===== config.mk =====
export PLATFORM = sky130hd
export DESIGN_NAME = qpmm_seq_ctrl
export DESIGN_NICKNAME = d
export VERILOG_FILES = /design/src/rtl/qpmm_seq_ctrl.sv
export SDC_FILE = /design/constraint.sdc
export NUM_CORES = 1
export LEC_CHECK = 0
export CAP_MARGIN = 40
export CORE_MARGIN = 1.5
export CORE_UTILIZATION = 55
export DETAILED_ROUTE_END_ITERATION = 6
export PLACE_DENSITY = 0.84
export SLEW_MARGIN = 15
export SYNTH_ARGS = -nofsm -noshare
export SYNTH_HDL_FRONTEND = slang
export SYNTH_SLANG_ARGS = --single-unit

===== constraint.sdc =====
create_clock -name clk -period 4.47 [get_ports clk]
set_input_delay 0.894 -clock clk [delete_from_list [all_inputs] [get_ports clk]]
set_output_delay 0.894 -clock clk [all_outputs]
set_load 0.02 [all_outputs]

===== src/rtl/qpmm_seq_ctrl.sv =====
// Sequencer for QPMM modular multiplies: drives RAM addressing, tracks per-address hazards,
// times the fixed-latency writeback, and runs the flush/drain handshake.
module qpmm_seq_ctrl #(
    parameter int unsigned ADDR_W  = 8,
    parameter int unsigned RAM_LAT = 2,
    parameter int unsigned MUL_LAT = 16,
    parameter int unsigned CNT_W   = 6
) (
    input  logic              clk,
    input  logic              rst,
    input  logic              cmd_valid,
    output logic              cmd_ready,
    input  logic [ADDR_W-1:0] cmd_dst,
    input  logic [ADDR_W-1:0] cmd_src_a,
    input  logic [ADDR_W-1:0] cmd_src_b,
    input  logic              flush,
    output logic              flush_done,
    output logic [ADDR_W-1:0] rd_addr_a,
    output logic [ADDR_W-1:0] rd_addr_b,
    output logic              mul_in_valid,
    output logic              wr_en,
    output logic [ADDR_W-1:0] wr_addr,
    output logic              busy,
    output logic [CNT_W-1:0]  inflight,
    output logic [31:0]       op_count,
    output logic              mul_rstn
);

    localparam int unsigned LAT   = 1 + RAM_LAT + MUL_LAT;
    localparam int unsigned DEPTH = 1 << ADDR_W;

    typedef enum logic [1:0] {StRun, StDrain, StDone, StWait} state_e;

    state_e             state_q, state_d;
    logic [DEPTH-1:0]   pend_q, pend_d;
    logic [LAT-1:0]     vld_q;
    logic [ADDR_W-1:0]  dst_q [LAT];
    logic [ADDR_W-1:0]  rd_a_q, rd_b_q;
    logic [CNT_W-1:0]   inflight_q, inflight_d;
    logic [31:0]        op_count_q;
    logic               hazard, accept, wb;

    // Checking dst against pend also guarantees set and clear never collide on one address.
    assign hazard    = pend_q[cmd_src_a] | pend_q[cmd_src_b] | pend_q[cmd_dst];
    assign cmd_ready = (state_q == StRun) & ~flush & ~hazard & ~rst;
    assign accept    = cmd_valid & cmd_ready;
    assign wb        = vld_q[LAT-1];

    assign rd_addr_a    = rd_a_q;
    assign rd_addr_b    = rd_b_q;
    assign mul_in_valid = vld_q[RAM_LAT];
    assign wr_en        = wb;
    assign wr_addr      = dst_q[LAT-1];
    assign inflight     = inflight_q;
    assign op_count     = op_count_q;
    assign flush_done   = (state_q == StDone);
    assign busy         = (inflight_q != '0) | (state_q != StRun);
    assign mul_rstn     = ~rst;

    always_comb begin
        pend_d = pend_q;
        if (wb) begin
            pend_d[dst_q[LAT-1]] = 1'b0;
        end
        if (accept) begin
            pend_d[cmd_dst] = 1'b1;
        end
    end

    always_comb begin
        inflight_d = inflight_q;
        if (accept && !wb) begin
            inflight_d = inflight_q + CNT_W'(1);
        end else if (!accept && wb) begin
            inflight_d = inflight_q - CNT_W'(1);
        end
    end

    // Uses the next-cycle count so the done pulse lands right after the last writeback.
    always_comb begin
        state_d = state_q;
        unique case (state_q)
            StRun: begin
                if (flush) begin
                    state_d = (inflight_d == '0) ? StDone : StDrain;
                end
            end
            StDrain: begin
                if (inflight_d == '0) begin
                    state_d = StDone;
                end
            end
            StDone: state_d = StWait;
            StWait: begin
                if (!flush) begin
                    state_d = StRun;
                end
            end
            default: state_d = StRun;
        endcase
    end

    always_ff @(posedge clk) begin
        if (rst) begin
            state_q    <= StRun;
            pend_q     <= '0;
            vld_q      <= '0;
            rd_a_q     <= '0;
            rd_b_q     <= '0;
            inflight_q <= '0;
            op_count_q <= '0;
            for (int unsigned i = 0; i < LAT; i++) begin
                dst_q[i] <= '0;
            end
        end else begin
            state_q    <= state_d;
            pend_q     <= pend_d;
            vld_q      <= {vld_q[LAT-2:0], accept};
            inflight_q <= inflight_d;
            dst_q[0]   <= cmd_dst;
            for (int unsigned i = 1; i < LAT; i++) begin
                dst_q[i] <= dst_q[i-1];
            end
            if (accept) begin
                rd_a_q <= cmd_src_a;
                rd_b_q <= cmd_src_b;
            end
            if (wb) begin
                op_count_q <= op_count_q + 32'd1;
            end
        end
    end

endmodule

**Yosys cells after proc, flatten, opt, wreduce, memory -nomap -nowiden**

Memories as Yosys holds them, arrays and structs flattened.
Index checks and enable logic that the tools add are counted.

- Output and inout bits: 68
- Memories kept: 1
- Register bits after elaboration: 331
- Bits of input ports: 28
- Memory bits (writable): 152
- Word-level logic and storage cells: 107

- Reductions and logical operators: 11
- Add/subtract/negate cells: 3
- Order comparisons: 6
- Bitwise gates (word level): 32
- Equal/unequal tests: 6
- Multiplexer cells: 41

Memory list:

| name | words | bits a word | rd ports | clocked after Yosys merged registers in | write ports | line | RTL |
|---|---|---|---|---|---|---|---|
| dst_q | 19 | 8 | 19 | 0 | 19 | 37 | `logic [ADDR_W-1:0] dst_q [LAT];` |

Operators with widths:

| kind | count |
|---|---|
| 2-to-1 mux 256 bit | 2 |
| AND 256 bit | 1 |
| NOT 256 bit | 1 |
| OR 256 bit | 1 |
| 2-to-1 mux 8 bit | 19 |
| < comparator 8 x 9 -> 1 bit (second input constant) | 4 |
| adder 32 x 1 -> 32 bit (second input constant) | 1 |
| binary-select mux 1 bit (select 8 bit) | 3 |
| OR 1 bit | 22 |
| demux 1 bit (select 8 bit) | 2 |
| >= comparator 8 x 1 -> 1 bit (second input constant) | 2 |
| 2-to-1 mux 6 bit | 2 |
| 2-to-1 mux 1 bit | 8 |
| 2-to-1 mux 2 bit | 4 |
| one-hot mux 2 bit (4 select lines) | 1 |
| adder 6 x 1 -> 6 bit (second input constant) | 1 |
| zero test 6 bit | 1 |
| inequality test 2 bit (second input constant) | 3 |
| nonzero test 6 bit | 1 |
| subtractor 6 x 1 -> 6 bit (second input constant) | 1 |
| AND 1 bit | 4 |
| == test 2 bit (second input constant) | 2 |
| logical AND 1 bit | 4 |
| NOT 1 bit | 3 |
| 5 further kinds | 6 |

**Depth between registers and ports, before layout**

Gate-level depths: netlist of the first run.

- Depth in word-level cells: 16
- Gate-level depth with buffers: 18
- Gate-level depth less buffers: 13

**Worst setup path after synthesis of the first run**

No wires, ideal clock.

- Path type: input -> output
- Start: input port cmd_dst[1]
- End: output port cmd_ready
- Required time: 3576 ps
- Arrival time: 3846 ps
- Setup slack: -270 ps
- Stages: 9
- Path buffers: 3
- Cell sequence: buf_2 -> buf_1 -> clkbuf_1 -> mux4_2 -> a22oi_1 -> nand2_1 -> a221oi_1 -> o2111ai_2 -> nor4_1

- Word-level cells in the longest chain between the ends: 6

Ends and longest elaborated chain:

| element | line | RTL |
|---|---|---|
| from (decl) | 13 | `input logic [ADDR_W-1:0] cmd_dst,` |
| binary-select mux 1 bit (select 8 bit) | 44 | `assign hazard = pend_q[cmd_src_a] \| pend_q[cmd_src_b] \| pend_q[cmd_dst];` |
| 2-to-1 mux 1 bit (not written as such) | 44 |  |
| OR 1 bit | 44 |  |
| NOT 1 bit | 45 | `assign cmd_ready = (state_q == StRun) & ~flush & ~hazard & ~rst;` |
| AND 1 bit (2 in series) | 45 |  |
| to (decl) | 12 | `output logic cmd_ready,` |

No other way between the ends. The select of a mux whose other input is x is not followed.

**Final worst setup path of the first run**

- Start: input port cmd_src_b[7]
- End: register vld_q[0]

- Word-level cells in the longest chain between the ends: 8

Ends and longest elaborated chain:

| element | line | RTL |
|---|---|---|
| from (decl) | 15 | `input logic [ADDR_W-1:0] cmd_src_b,` |
| binary-select mux 1 bit (select 8 bit) | 44 |  |
| 2-to-1 mux 1 bit (not written as such) | 44 |  |
| OR 1 bit (2 in series) | 44 |  |
| NOT 1 bit | 45 |  |
| AND 1 bit (2 in series) | 45 |  |
| AND 1 bit | 46 | `assign accept = cmd_valid & cmd_ready;` |
| to (signal assigned) | 118 | `vld_q <= {vld_q[LAT-2:0], accept};` |
| to (decl) | 36 | `logic [LAT-1:0] vld_q;` |

No other way between the ends. The select of a mux whose other input is x is not followed.
A chain may end at the register's enable or synchronous reset.

==> summary.txt, run 1 <==
Critical path
  • Critical Path Source Type: primary input
  • Bufs and invs on worst path: 23
  • R2r endpoint: vld_q[0]
  • Nature of the critical path endpoint: flip-flop
  • Critical Path RT: between 4 and 5 ns
  • Worst Reg-to-Reg Cells: 29
  • Critical path arrival: approximately 4.9 ns
  • Crit path kind: in -> reg
  • Slowest-stage cell, CP: clkdlybuf4s15_1
  • Critical path's most frequent cell: buf_4
  • Crit-path leading delay family: buffers and inverters
  • Max FO, Critical Path: 4
  • CP Depth: 31
  • Slowest cell delay on critical path: 0.33 ns
  • Worst R2R Start: pend_q[156]
  • R2r setup slk: slightly below 0.3 ns

Global routing
  • All-Layer GR Usage: 0.420
  • Largest net degree at the start of global routing: approximately 250
  • Vias in the first global route: about 22000
  • Initial antenna violation count: 1
  • Wire length of the first global-routing pass: 139000 microns
  • Total gr overflow: 0

Place
  • Placed cells: 3371
  • Post-Place Cell Area: around 0.027 sq mm
  • Pre-CTS WS: -0.766 ns
  • Dpl hpwl: 65700 microns
  • Port Buffers: 95
  • Routability cong.: about 1.1

Finish
  • Fin cells: 3502
  • Syn-to-layout area delta: 24.6%
  • # nets final: between 2000 and 3000
  • Final Instance Area: between 0.02 and 0.03 sq mm
  • Commonest cells after routing, fill and taps aside: dfxtp_1 (483), nand2_1 (378), a21oi_1 (294)
  • Layout cells sized above 1: 0.206
  • Most common cell after layout, fill and taps aside: dfxtp_1
  • Core Util, Final: 0.692

Route
  • DRC: 1
  • Vias/cell: about 6.5
  • DR iter-0 viols: 3395
  • Routed Antenna Nets: 0
  • Routed WL: 94300 microns
  • Via count: approximately 23000
  • 1st-pass router iterations: 7
  • Wirelength per Cell: 26.9 microns

Power and ir drop
  • Reg power frac: 0.448
  • Total Power: ~9.7 mW
  • Pwr dens: 326 mW/mm^2
  • P_sw: ~2.4 mW
  • Int Pwr: around 7.3 mW
  • Clk network pwr share: 0.448
  • Combinational power share: 0.103
  • Worst vdd ir: ~0.40 mV
  • Leakage Power: between 10 and 15 nW
  • Sw Share: 0.248

Synth
  • Sequential share of the synthesized area: 0.405
  • Syn nets: between 2000 and 3000
  • Main synth FF type: dfxtp_1
  • Register bit total from synthesis: approximately 480
  • Mapped Cells: approximately 2600
  • Ys async rst share: 0
  • Synth unique cells: 65
  • Post-Syn Area per Cell: between 9 and 10 sq um
  • Synth Cell Area: between 0.02 and 0.025 sq mm
  • Yosys warns: 0
  • EDFF count, synth: 0

Clock network
  • TritonCTS clock tree: done
  • Worst skew pair latency: between 0.6 and 0.7 ns
  • Clock transition at the registers of the reported paths: 0.06 ns
  • Sink Count: 483
  • CTS max path bufs: 3
  • Total CTS buffers: 49
  • CTS H-tree lvls: 2
  • Clk root buf: clkbuf_16

STA
  • Fin crit share: 0.994
  • Setup Total Neg Slack: 0 ns
  • Clock skew: 0.0331 ns
  • Final-report max-slew violation count: 0
  • Actual slew at the worst max-slew pin: 1.23 ns
  • Final setup viols: 0
  • Final Hold Vio Count: 0
  • WHS: ~0.44 ns
  • Slew HR: 0.183
  • Max Fclk: between 200 and 250 MHz
  • Final setup margin: between 0.02 and 0.03 ns
  • Period minus WS final: approximately 4.4 ns

Floorplan
  • I/O pins: 96
  • Die area: ~0.045 sq mm
  • Row cnt: 76
  • Initial Utilization: 0.555
  • Die Span Y: approximately 210 microns
  • Core area: 0.0430 sq mm
  • Die span in x: 211 microns

Outcome
  • Failing checks: design-rule violations
  • Status: finished with violations

Worst hold path
  • Endpoint, Worst Hold: dst_q[0][123]
  • Hold path startpoint: dst_q[0][115]
  • Hold Crit Class: reg -> reg
  • Min-Delay Path Depth: 1

Job
  • Max cap viols: 0
## state kept, by name, summed over array words and instances (netlist names)
register   count
inflight       6
rd_addr_b      8
state_q        2
vld_q         19
rd_addr_a      8
op_count      32
dst_q        152
pend_q       256
## repair_timing
action / in CTS / in global routing
hold buffers: 0 / 0
resized for setup: 37 / 29
pin swaps: 7 / 13
cloned: 2 / 0
buffers inserted: 29 / 12
setup endpoints to repair: 1 / 2
## cell type report
type	count	area, sq um
Multi-Input combinational cell	1906	13300
Sequential cell	483	9670
Clock inverter	20	307
Timing Repair Buffer	427	4270
Fill cell	3254	13200
Inverter	12	46.3
Clock buffer	66	1420
Tap cell	585	732
Antenna cell	3	7.51
## synth_stat cells, drive strengths merged (7+ instances only)
cell type / count / area, sq um
a211oi: 9 / 72.6
a21oi: 294 / 1470
a22oi: 71 / 533
a31oi: 12 / 90.1
and2: 13 / 81.3
and3: 14 / 87.6
buf: 87 / 503
clkbuf: 140 / 526
dfxtp: 483 / 9670
ha: 9 / 113
inv: 11 / 41.3
mux2i: 186 / 1860
mux4: 118 / 2660
nand2: 381 / 1450
nand2b: 10 / 62.6
nand3: 72 / 373
nand4: 38 / 238
nand4b: 7 / 61.3
nor2: 95 / 477
nor2b: 192 / 1200
nor3: 14 / 70.1
nor3b: 7 / 52.6
nor4: 9 / 71.3
o21ai: 270 / 1350
or3: 7 / 43.8
xor2: 25 / 219
## how the worst max path moves through the flow
| stage | start | end | slack, ns |
|---|---|---|---|
| after floorplan | cmd_src_a[2] | pend_q[184] | 0.02 |
| after global routing | cmd_dst[0] | cmd_ready | -0.008 |
| final | cmd_src_b[7] | vld_q[0] | 0.03 |
| after detailed placement | cmd_src_a[0] | cmd_ready | -0.77 |
| after CTS | cmd_src_b[1] | cmd_ready | 0.004 |
| after global placement | cmd_src_a[0] | cmd_ready | -0.79 |
## cells by family (layout without fill, tap and decap cells)
kind of cell	Yosys count	after routing	share of synthesized area
adder cells (fa/ha/maj)	9	9	0.00472
other	0	3	0
flip-flops	483	483	0.405
XOR/XNOR	31	31	0.0114
AO/OA/AOI/OAI	682	682	0.157
AND/OR/NAND/NOR	877	877	0.186
multiplexers	307	307	0.191
buffers and inverters	239	525	0.0450
## power by group through the flow
stage / logic (mW) / clock network (mW) / registers [mW]
3_3_place_gp: 0.915 / 0 / 4.44
5_1_grt: 1.04 / 4.55 / 4.34
6_report: 1.00 / 4.34 / 4.34
3_5_place_dp: 0.926 / 0 / 4.44
4_1_cts: 0.955 / 4.38 / 4.34
2_1_floorplan: 0.493 / 0 / 4.44
## routing by layer
metal  share of wire  vias up  track usage
li1                -     9864            -
met1            0.39    11000        0.560
met2            0.43     1639        0.627
met3            0.12      338       0.0975
met4           0.060        0        0.237
met5               0        -            0
(Power assumes the default switching activity.)
==> run 2, diff against run 1 <==
- ABC_CLOCK_PERIOD_IN_PS: default -> 4470
==> results of run 2 <==
Final layout, timing and power as in run 1 (identical DEF).
